File: src/rtl/counter_share_ctrl_if.sv
// Bundle between the two requesting control FSMs, the shared counter datapath
// and the counter_share_ctrl scheduler.
// master: requester/datapath side (drives req, len0/len1, cnt_q); slave: scheduler side.
//   req[1:0]    level request per requester, held until done or abort
//   len0, len1  interval length per requester, sampled at grant
//   cnt_q       current shared counter value
//   cnt_clr     clear command to the counter (takes effect at next edge)
//   cnt_en      count-enable command to the counter (takes effect at next edge)
//   gnt[1:0]    one-hot grant, held for the whole operation
//   done[1:0]   one-cycle completion pulse to the granted requester
//   busy        scheduler not idle
interface counter_share_ctrl_if #(
  parameter int WIDTH = 4
);
  logic [1:0]       req;
  logic [WIDTH-1:0] len0;
  logic [WIDTH-1:0] len1;
  logic [WIDTH-1:0] cnt_q;
  logic             cnt_clr;
  logic             cnt_en;
  logic [1:0]       gnt;
  logic [1:0]       done;
  logic             busy;

  modport master (
    output req, len0, len1, cnt_q,
    input  cnt_clr, cnt_en, gnt, done, busy
  );

  modport slave (
    input  req, len0, len1, cnt_q,
    output cnt_clr, cnt_en, gnt, done, busy
  );
endinterface

File: src/rtl/counter_share_ctrl.sv
// Purpose: round-robin scheduler sharing one up-counter between two interval requesters.
// Latency: grant 1 cycle after request; done pulses len+3 cycles after the granting edge.
// Backpressure: requests are level-held; dropping req[sel] in CLEAR/COUNT aborts the operation.
// Ports:
//   clock  rising-edge clock
//   reset  asynchronous, active-low reset
//   bus    counter_share_ctrl_if.slave (req/len0/len1/cnt_q in; cnt_clr/cnt_en/gnt/done/busy out)
module counter_share_ctrl #(
  parameter int WIDTH = 4
) (
  input  logic                  clock,
  input  logic                  reset,
  counter_share_ctrl_if.slave   bus
);

  typedef enum logic [1:0] {
    S_IDLE  = 2'd0,
    S_CLEAR = 2'd1,
    S_COUNT = 2'd2,
    S_DONE  = 2'd3
  } state_t;

  state_t           r_state;
  logic             r_sel;
  logic             r_ptr;
  logic [WIDTH-1:0] r_target;

  state_t           w_next_state;
  logic             w_pick_vld;
  logic             w_pick;
  logic             w_abort;
  logic             w_at_target;
  logic [1:0]       w_gnt;
  logic [1:0]       w_done;
  logic             w_cnt_clr;
  logic             w_cnt_en;
  logic             w_busy;

  assign w_at_target = (bus.cnt_q == r_target);

  // State register plus the per-operation context (winner, target, rr pointer).
  always_ff @(posedge clock or negedge reset) begin
    if (!reset) begin
      r_state  <= S_IDLE;
      r_sel    <= 1'b0;
      r_ptr    <= 1'b0;
      r_target <= '0;
    end else begin
      r_state <= w_next_state;
      // target is latched only at selection, so later len changes are ignored
      if (w_pick_vld) begin
        r_sel    <= w_pick;
        r_target <= w_pick ? bus.len1 : bus.len0;
      end
      // Both completion and abort hand priority to the other requester
      if (w_abort || (r_state == S_DONE)) begin
        r_ptr <= ~r_sel;
      end
    end
  end

  // Next-state decode
  always_comb begin
    w_next_state = r_state;
    w_pick_vld   = 1'b0;
    w_pick       = r_ptr;
    w_abort      = 1'b0;
    case (r_state)
      S_IDLE: begin
        if (bus.req[r_ptr]) begin
          w_pick_vld = 1'b1;
          w_pick     = r_ptr;
        end else if (bus.req[~r_ptr]) begin
          w_pick_vld = 1'b1;
          w_pick     = ~r_ptr;
        end
        if (w_pick_vld) begin
          w_next_state = S_CLEAR;
        end
      end
      S_CLEAR: begin
        if (!bus.req[r_sel]) begin
          w_abort      = 1'b1;
          w_next_state = S_IDLE;
        end else begin
          w_next_state = S_COUNT;
        end
      end
      S_COUNT: begin
        // Abort wins over reaching the target in the same cycle
        if (!bus.req[r_sel]) begin
          w_abort      = 1'b1;
          w_next_state = S_IDLE;
        end else if (w_at_target) begin
          w_next_state = S_DONE;
        end
      end
      S_DONE: begin
        w_next_state = S_IDLE;
      end
      default: begin
        w_next_state = S_IDLE;
      end
    endcase
  end

  // Output decode from registered state plus cnt_q/req
  always_comb begin
    w_gnt     = 2'b00;
    w_done    = 2'b00;
    w_cnt_clr = 1'b0;
    w_cnt_en  = 1'b0;
    w_busy    = (r_state != S_IDLE);
    if (r_state != S_IDLE) begin
      w_gnt = r_sel ? 2'b10 : 2'b01;
    end
    case (r_state)
      S_CLEAR: w_cnt_clr = 1'b1;
      // Stop at equality so the counter never wraps; gate on req for same-cycle abort
      S_COUNT: w_cnt_en  = bus.req[r_sel] && !w_at_target;
      S_DONE:  w_done    = r_sel ? 2'b10 : 2'b01;
      default: ;
    endcase
  end

  assign bus.gnt     = w_gnt;
  assign bus.done    = w_done;
  assign bus.cnt_clr = w_cnt_clr;
  assign bus.cnt_en  = w_cnt_en;
  assign bus.busy    = w_busy;

endmodule

File: src/flat_wrapper.sv
// flat-port wrapper written by rule: the top's interface ports become plain ports
module counter_share_ctrl_flat 
#(
  parameter int WIDTH = 4
)
  (clock, reset, bus_req, bus_len0, bus_len1, bus_cnt_q, bus_cnt_clr, bus_cnt_en, bus_gnt, bus_done, bus_busy);
  counter_share_ctrl_if #(.WIDTH(WIDTH)) bus_i ();
  input  logic clock;
  input  logic reset;
  input wire logic [$bits(bus_i.req)-1:0] bus_req;
  input wire logic [$bits(bus_i.len0)-1:0] bus_len0;
  input wire logic [$bits(bus_i.len1)-1:0] bus_len1;
  input wire logic [$bits(bus_i.cnt_q)-1:0] bus_cnt_q;
  output wire logic [$bits(bus_i.cnt_clr)-1:0] bus_cnt_clr;
  output wire logic [$bits(bus_i.cnt_en)-1:0] bus_cnt_en;
  output wire logic [$bits(bus_i.gnt)-1:0] bus_gnt;
  output wire logic [$bits(bus_i.done)-1:0] bus_done;
  output wire logic [$bits(bus_i.busy)-1:0] bus_busy;
  assign bus_i.req = bus_req;
  assign bus_i.len0 = bus_len0;
  assign bus_i.len1 = bus_len1;
  assign bus_i.cnt_q = bus_cnt_q;
  assign bus_cnt_clr = bus_i.cnt_clr;
  assign bus_cnt_en = bus_i.cnt_en;
  assign bus_gnt = bus_i.gnt;
  assign bus_done = bus_i.done;
  assign bus_busy = bus_i.busy;
  counter_share_ctrl #(.WIDTH(WIDTH)) u_core (.clock(clock), .reset(reset), .bus(bus_i));
endmodule
File: config.mk
export PLATFORM = sky130hd
export DESIGN_NAME = counter_share_ctrl_flat
export DESIGN_NICKNAME = d
export VERILOG_FILES = /design/src/rtl/counter_share_ctrl_if.sv /design/src/rtl/counter_share_ctrl.sv /design/src/flat_wrapper.sv
export SDC_FILE = /design/constraint.sdc
export NUM_CORES = 1
export LEC_CHECK = 0
export BUFFER_PORTS_ARGS = -buffer_cell sky130_fd_sc_hd__buf_2
export CAP_MARGIN = 15
export CORE_AREA = 2 2 39 41
export CTS_BUF_LIST = sky130_fd_sc_hd__clkbuf_8 sky130_fd_sc_hd__clkbuf_16
export DETAILED_ROUTE_END_ITERATION = 12
export DIE_AREA = 0 0 41 43
export PLACE_DENSITY = 0.68
export SYNTH_ARGS = -nofsm -noshare
export SYNTH_HDL_FRONTEND = slang
export SYNTH_SLANG_ARGS = --single-unit
File: constraint.sdc
create_clock -name clock -period 1.15 [get_ports clock]
set_input_delay 0.1725 -clock clock [delete_from_list [all_inputs] [get_ports clock]]
set_output_delay 0.1725 -clock clock [all_outputs]
set_load 0.01 [all_outputs]
=== Word-level counts from Yosys, hierarchy flattened ===
Cells that the tools add are included.

* Input bits: 16
* RAM bits: 0
* Bits in registers: 8
* Latch bits: 0
* Logic and storage cells: 48
* Bits in read-only memories: 0
* Memories kept: 0

* Shifts and indexed selects: 0
* Divide/modulo/power cells: 0
* Reductions and logical operators: 7
* Multiplexer cells: 26
* Magnitude comparators: 3
* Bitwise gates (word level): 2
* Eq/ne operators: 6
* $mul: 0
* $add $sub $neg: 0

{| class="wikitable"
|+ Operators with widths
! cell !! count
|-
| $mux W1 || 17
|-
| $mux W2 || 7
|-
| $pmux W2 S4 || 1
|-
| $lt A1 B2 Y1 const B || 3
|-
| $eq A2 B2 Y1 const B || 2
|-
| $eq A4 B4 Y1 || 1
|-
| $mux W4 || 1
|-
| $ne A3 B2 Y1 const B || 1
|-
| $eq A2 B1 Y1 const B || 1
|-
| $logic_not A2 Y1 || 1
|-
| $ne A2 B2 Y1 const B || 1
|-
| $not A1 Y1 || 2
|-
| $reduce_and A2 Y1 || 1
|-
| $reduce_bool A2 Y1 || 1
|-
| $reduce_or A2 Y1 || 1
|-
| $logic_and A1 B1 Y1 || 1
|-
| $logic_not A1 Y1 || 1
|-
| $logic_or A1 B1 Y1 || 1
|}

=== Logic depth before layout (Yosys ltp) ===
* Depth after elaboration: 8
* Depth in mapped cells: 6
* Mapped depth without buffers: 6

=== Worst setup path after synthesis ===
Ideal clock, no wire load.

* Kind: reg2reg
* Start: register u_core.r_state[0]
* End: register u_core.r_target[0]
* Path slack: -0.091 ns
* Stages on the path, launching flop included: 7
* Arrival time: 1.170 ns
* Path through: dfrtp_1 -> inv_1 -> ha_1 -> inv_1 -> nor2_1 -> nor2_1 -> nor2_1

* Cells in the longest elaborated chain, start to end: 3
* Elaborated cells on any way between the ends: 4
* Those cells by class: mux: 3; reduce/logical: 1

{| class="wikitable"
|+ Ends and longest elaborated chain
! element !! line !! RTL
|-
| start, declared || counter_share_ctrl.sv:23 || <nowiki>state_t r_state;</nowiki>
|-
| start signal, assigned || counter_share_ctrl.sv:49 || <nowiki>r_state <= w_next_state;</nowiki>
|-
| $logic_not A2 Y1 (*) || counter_share_ctrl.sv:68 || <nowiki>case (r_state)</nowiki>
|-
| $mux W1 || counter_share_ctrl.sv:68 ||
|-
| $mux W4 || counter_share_ctrl.sv:53 || <nowiki>r_target <= w_pick ? bus.len1 : bus.len0;</nowiki>
|-
| end signal, assigned || counter_share_ctrl.sv:53 ||
|-
| end, declared || counter_share_ctrl.sv:26 || <nowiki>logic [WIDTH-1:0] r_target;</nowiki>
|}

Every way passes the cells marked *; elsewhere a longest branch is shown, timed or not.
A chain may end at the register's enable or synchronous reset.

=== Worst setup path after layout ===
* Start: register u_core.r_sel
* End: output port bus_cnt_en

* Cells in the longest elaborated chain, start to end: 4

{| class="wikitable"
|+ Ends and longest elaborated chain
! element !! line !! RTL
|-
| start, declared || counter_share_ctrl.sv:24 || <nowiki>logic r_sel;</nowiki>
|-
| start signal, assigned || counter_share_ctrl.sv:52 || <nowiki>r_sel <= w_pick;</nowiki>
|-
| $mux W1 (implied by the code) (2 in a row) || counter_share_ctrl.sv:120 || <nowiki>S_COUNT: w_cnt_en = bus.req[r_sel] && !w_at_target;</nowiki>
|-
| $logic_and A1 B1 Y1 || counter_share_ctrl.sv:120 ||
|-
| $mux W1 || counter_share_ctrl.sv:117 || <nowiki>case (r_state)</nowiki>
|-
| end, declared || flat_wrapper.sv:15 || <nowiki>output wire logic [$bits(bus_i.cnt_en)-1:0] bus_cnt_en;</nowiki>
|}

No other way between the ends. The select of a mux whose other input is x is not followed.

==> results.sh <==
export IMPL_ys_warn_count=0
export IMPL_worstRegToRegCells=6
export IMPL_crit_path_start_kind="register"
export IMPL_syn2layout_area_growth_pct=80.9
export IMPL_core_area_um2=1380
export IMPL_slew_violations=0
export IMPL_placementRows=14
export IMPL_syn_avg_cell_area_um2=8.74
export IMPL_grt_max_degree=9
export IMPL_setup_worst_path_end="bus_cnt_en"
export IMPL_drc=0
export IMPL_grt_ovfl_total=0
export IMPL_die_y_um=43
export IMPL_hold_ws_ns=0.187
export IMPL_failed_checks="setup timing"
export IMPL_cts_tree="yes"
export IMPL_netlist_instances=57
export IMPL_crit_path_end_kind="primary output"
export IMPL_critical_path_depth=4
export IMPL_cp_required_ns=0.98
export IMPL_cp_num_buf_inv=1
export IMPL_first_iter_violations=6
export IMPL_vias=570
export IMPL_diodes=0
export IMPL_startpoint="u_core.r_sel$_DFFE_PN0P_"
export IMPL_hpwlAfterDp_um=923
export IMPL_synth_edf_count=0
export IMPL_path_clk_slew_ns=0.04
export IMPL_worst_pin_slew_ns=0.439
export IMPL_ys_seq_elements=8
export IMPL_setup_violations=14
export IMPL_fin_ws_ns=-0.386
export IMPL_crit_fanout=3
export IMPL_status="complete, but fails checks"
export IMPL_routedWlPerCell_um=14.8
export IMPL_crit_family="flip-flops"
export IMPL_powerDensity_nw_per_um2=2860
export IMPL_synth_top_area_cell="dfrtp_1"
export IMPL_reg2reg_to="u_core.r_state[1]$_DFFE_PN0P_"
export IMPL_synth_top_area_frac=0.402
export IMPL_clock_latency_ns=0.23
export IMPL_start_util=0.360
export IMPL_die_area_um2=1760
export IMPL_rr_startpoint="u_core.r_state[1]$_DFFE_PN0P_"
export IMPL_min_period_ns=1.54
export IMPL_cts_inserted_buffers=3
export IMPL_ys_types=20
export IMPL_setup_worst_path_class="reg2out"
export IMPL_final_antenna_net_count=0
export IMPL_synth_ff_type="dfrtp_1"
export IMPL_cp_arrival_ns=1.36
export IMPL_fin_skew_ns=0.00249
export IMPL_synth_top_cells_by_area="dfrtp_1 40%, ha_1 10%, nor2_1 9.8%, xor2_1 7.0%, o22ai_1 5.0%"
export IMPL_cts_buffer_depth=2
export IMPL_rsz0062_at_grt="yes"
export IMPL_yosysMostFrequentCell="nor2_1"
export IMPL_async_flop_share=1.00
export IMPL_dp_slack_ns=-0.203
export IMPL_drive_above_1_share=0.536
export IMPL_ys_top_cells_by_count="13 x nor2_1, 8 x dfrtp_1"
export IMPL_power_leakage_nw=0.438
export IMPL_max_stage_delay_ns=0.39
export IMPL_gr_usage_all_layers=0.199
export IMPL_synth_nets=77
export IMPL_nets=119
export IMPL_viasPerCell=5.04
export IMPL_numPortBuffers=22
export IMPL_routed_wl_um=1680
export IMPL_h_tree_depth=1
export IMPL_reg2reg_setup_slack_ns=-0.22
export IMPL_io_pins=23
export IMPL_syn_area_um2=498
export IMPL_first_pass_iters=3
export IMPL_root_buffer="clkbuf_8"
export IMPL_hold_violations=0
export IMPL_antenna_found_initial=0
export IMPL_hp_class="in2reg"
export IMPL_die_x_um=41
export IMPL_first_global_vias=546
export IMPL_ys_seq_area_frac=0.402
export IMPL_maxCapViolations=0
export IMPL_post_route_period_util=1.34
export IMPL_grt_pass1_wl_um=2290
export IMPL_slowest_stage="dfrtp_1"
export IMPL_cp_cell_sequence="mux2i_1, nand2b_1, nor2_1, buf_2"
export IMPL_timing_slew_headroom=0.706
export IMPL_fin_tns_setup_ns=-2.88
export IMPL_peakVddDrop_mv=1.25
export IMPL_final_util=0.651
export IMPL_gp_congestion=0.685
export IMPL_fmax_ghz=0.651
export IMPL_clkSinkCount=8
==> layout make-up <==
| type | instances | area, um2 |
|---|---|---|
| clock buffers | 3 | 41.3 |
| well taps | 16 | 20.0 |
| fillers | 107 | 483 |
| multi-input cells | 45 | 352 |
| inverters | 4 | 17.5 |
| repair buffers | 37 | 270 |
| flip-flops and latches | 8 | 200 |
==> power by group <==
part | total [W] | leakage, nW | internal, W | switching [W]
registers | 0.000543 | 0.0920 | 0.000425 | 0.000118
logic | 0.00169 | 0.325 | 0.000930 | 0.000759
clock network | 0.000341 | 0.0216 | 0.000227 | 0.000114
==> worst register-to-register path, stage by stage (launching register included) <==
cell and delay, ns:
dfrtp_1 0.39, inv_2 0.10, buf_6 0.11, ha_4 0.13, nor2_1 0.05, or3_1 0.36, o2bb2ai_1 0.15
==> timing repair <==
action	in CTS	in global routing
gates resized for setup	19	9
hold buffers	1	0
buffers inserted	7	3
endpoints found under the hold margin	8	0
pin swaps	6	7
setup endpoints to repair	15	15
==> cell families (layout without fill, tap and decap cells) <==
family | count (synthesis) | count (layout) | synth area share
xor gates and xnor gates | 4 | 4 | 0.0703
and+or+nand+nor | 24 | 24 | 0.221
adders and majority gates | 4 | 4 | 0.101
buffers and inverters | 4 | 44 | 0.0301
DFF | 8 | 8 | 0.402
AOI/OAI and AO/OA | 12 | 12 | 0.156
muxes | 1 | 1 | 0.0201
==> how the worst min path moves through the flow <==
stage	start	endpoint	cells past startpoint
after floorplan	reset	u_core.r_ptr$_DFFE_PN0P_	0
after global placement	reset	u_core.r_state[0]$_DFFE_PN0P_	1
after detailed placement	reset	u_core.r_state[0]$_DFFE_PN0P_	1
after CTS	bus_len0[2]	u_core.r_target[2]$_DFFE_PN0P_	3
after global routing	bus_len0[1]	u_core.r_target[1]$_DFFE_PN0P_	3
final	bus_len0[1]	u_core.r_target[1]$_DFFE_PN0P_	3
==> cells in the final DEF, fill, tap and decap left out, types with 2 or more instances in the layout <==
cell type	n
clkbuf_8	3
ha_4	3
nand2_1	3
nor2_2	2
xor2_1	4
nor2_1	11
dfrtp_1	8
buf_6	10
inv_2	2
buf_4	7
buf_2	19
o22ai_1	4
==> per-stage QoR <==
step | power (W) | instances | cell area [um2]
detailed placement | 0.00152 | 100 | 673
CTS | 0.00232 | 111 | 853
global placement | 0.00150 | 100 | 673
finish | 0.00257 | 113 | 901
floorplan | 0.00113 | 57 | 505
global route | 0.00275 | 113 | 901
==> metal layers <==
metal | routed length [um] | track usage | vias to the layer above | part of all wire
li1 | - | - | 277 | -
met1 | 674 | 0.218 | 272 | 0.40
met2 | 936 | 0.334 | 17 | 0.56
met3 | 40 | 0.0628 | 4 | 0.024
met4 | 25 | 0.0800 | 0 | 0.015
met5 | 0 | 0 | - | 0
==> registers in the layout (all words and copies together), names as in the netlist <==
signal / count
u_core.r_state: 2
u_core.r_ptr: 1
u_core.r_target: 4
u_core.r_sel: 1
No activity file was read; power rests on OpenSTA's default activity.
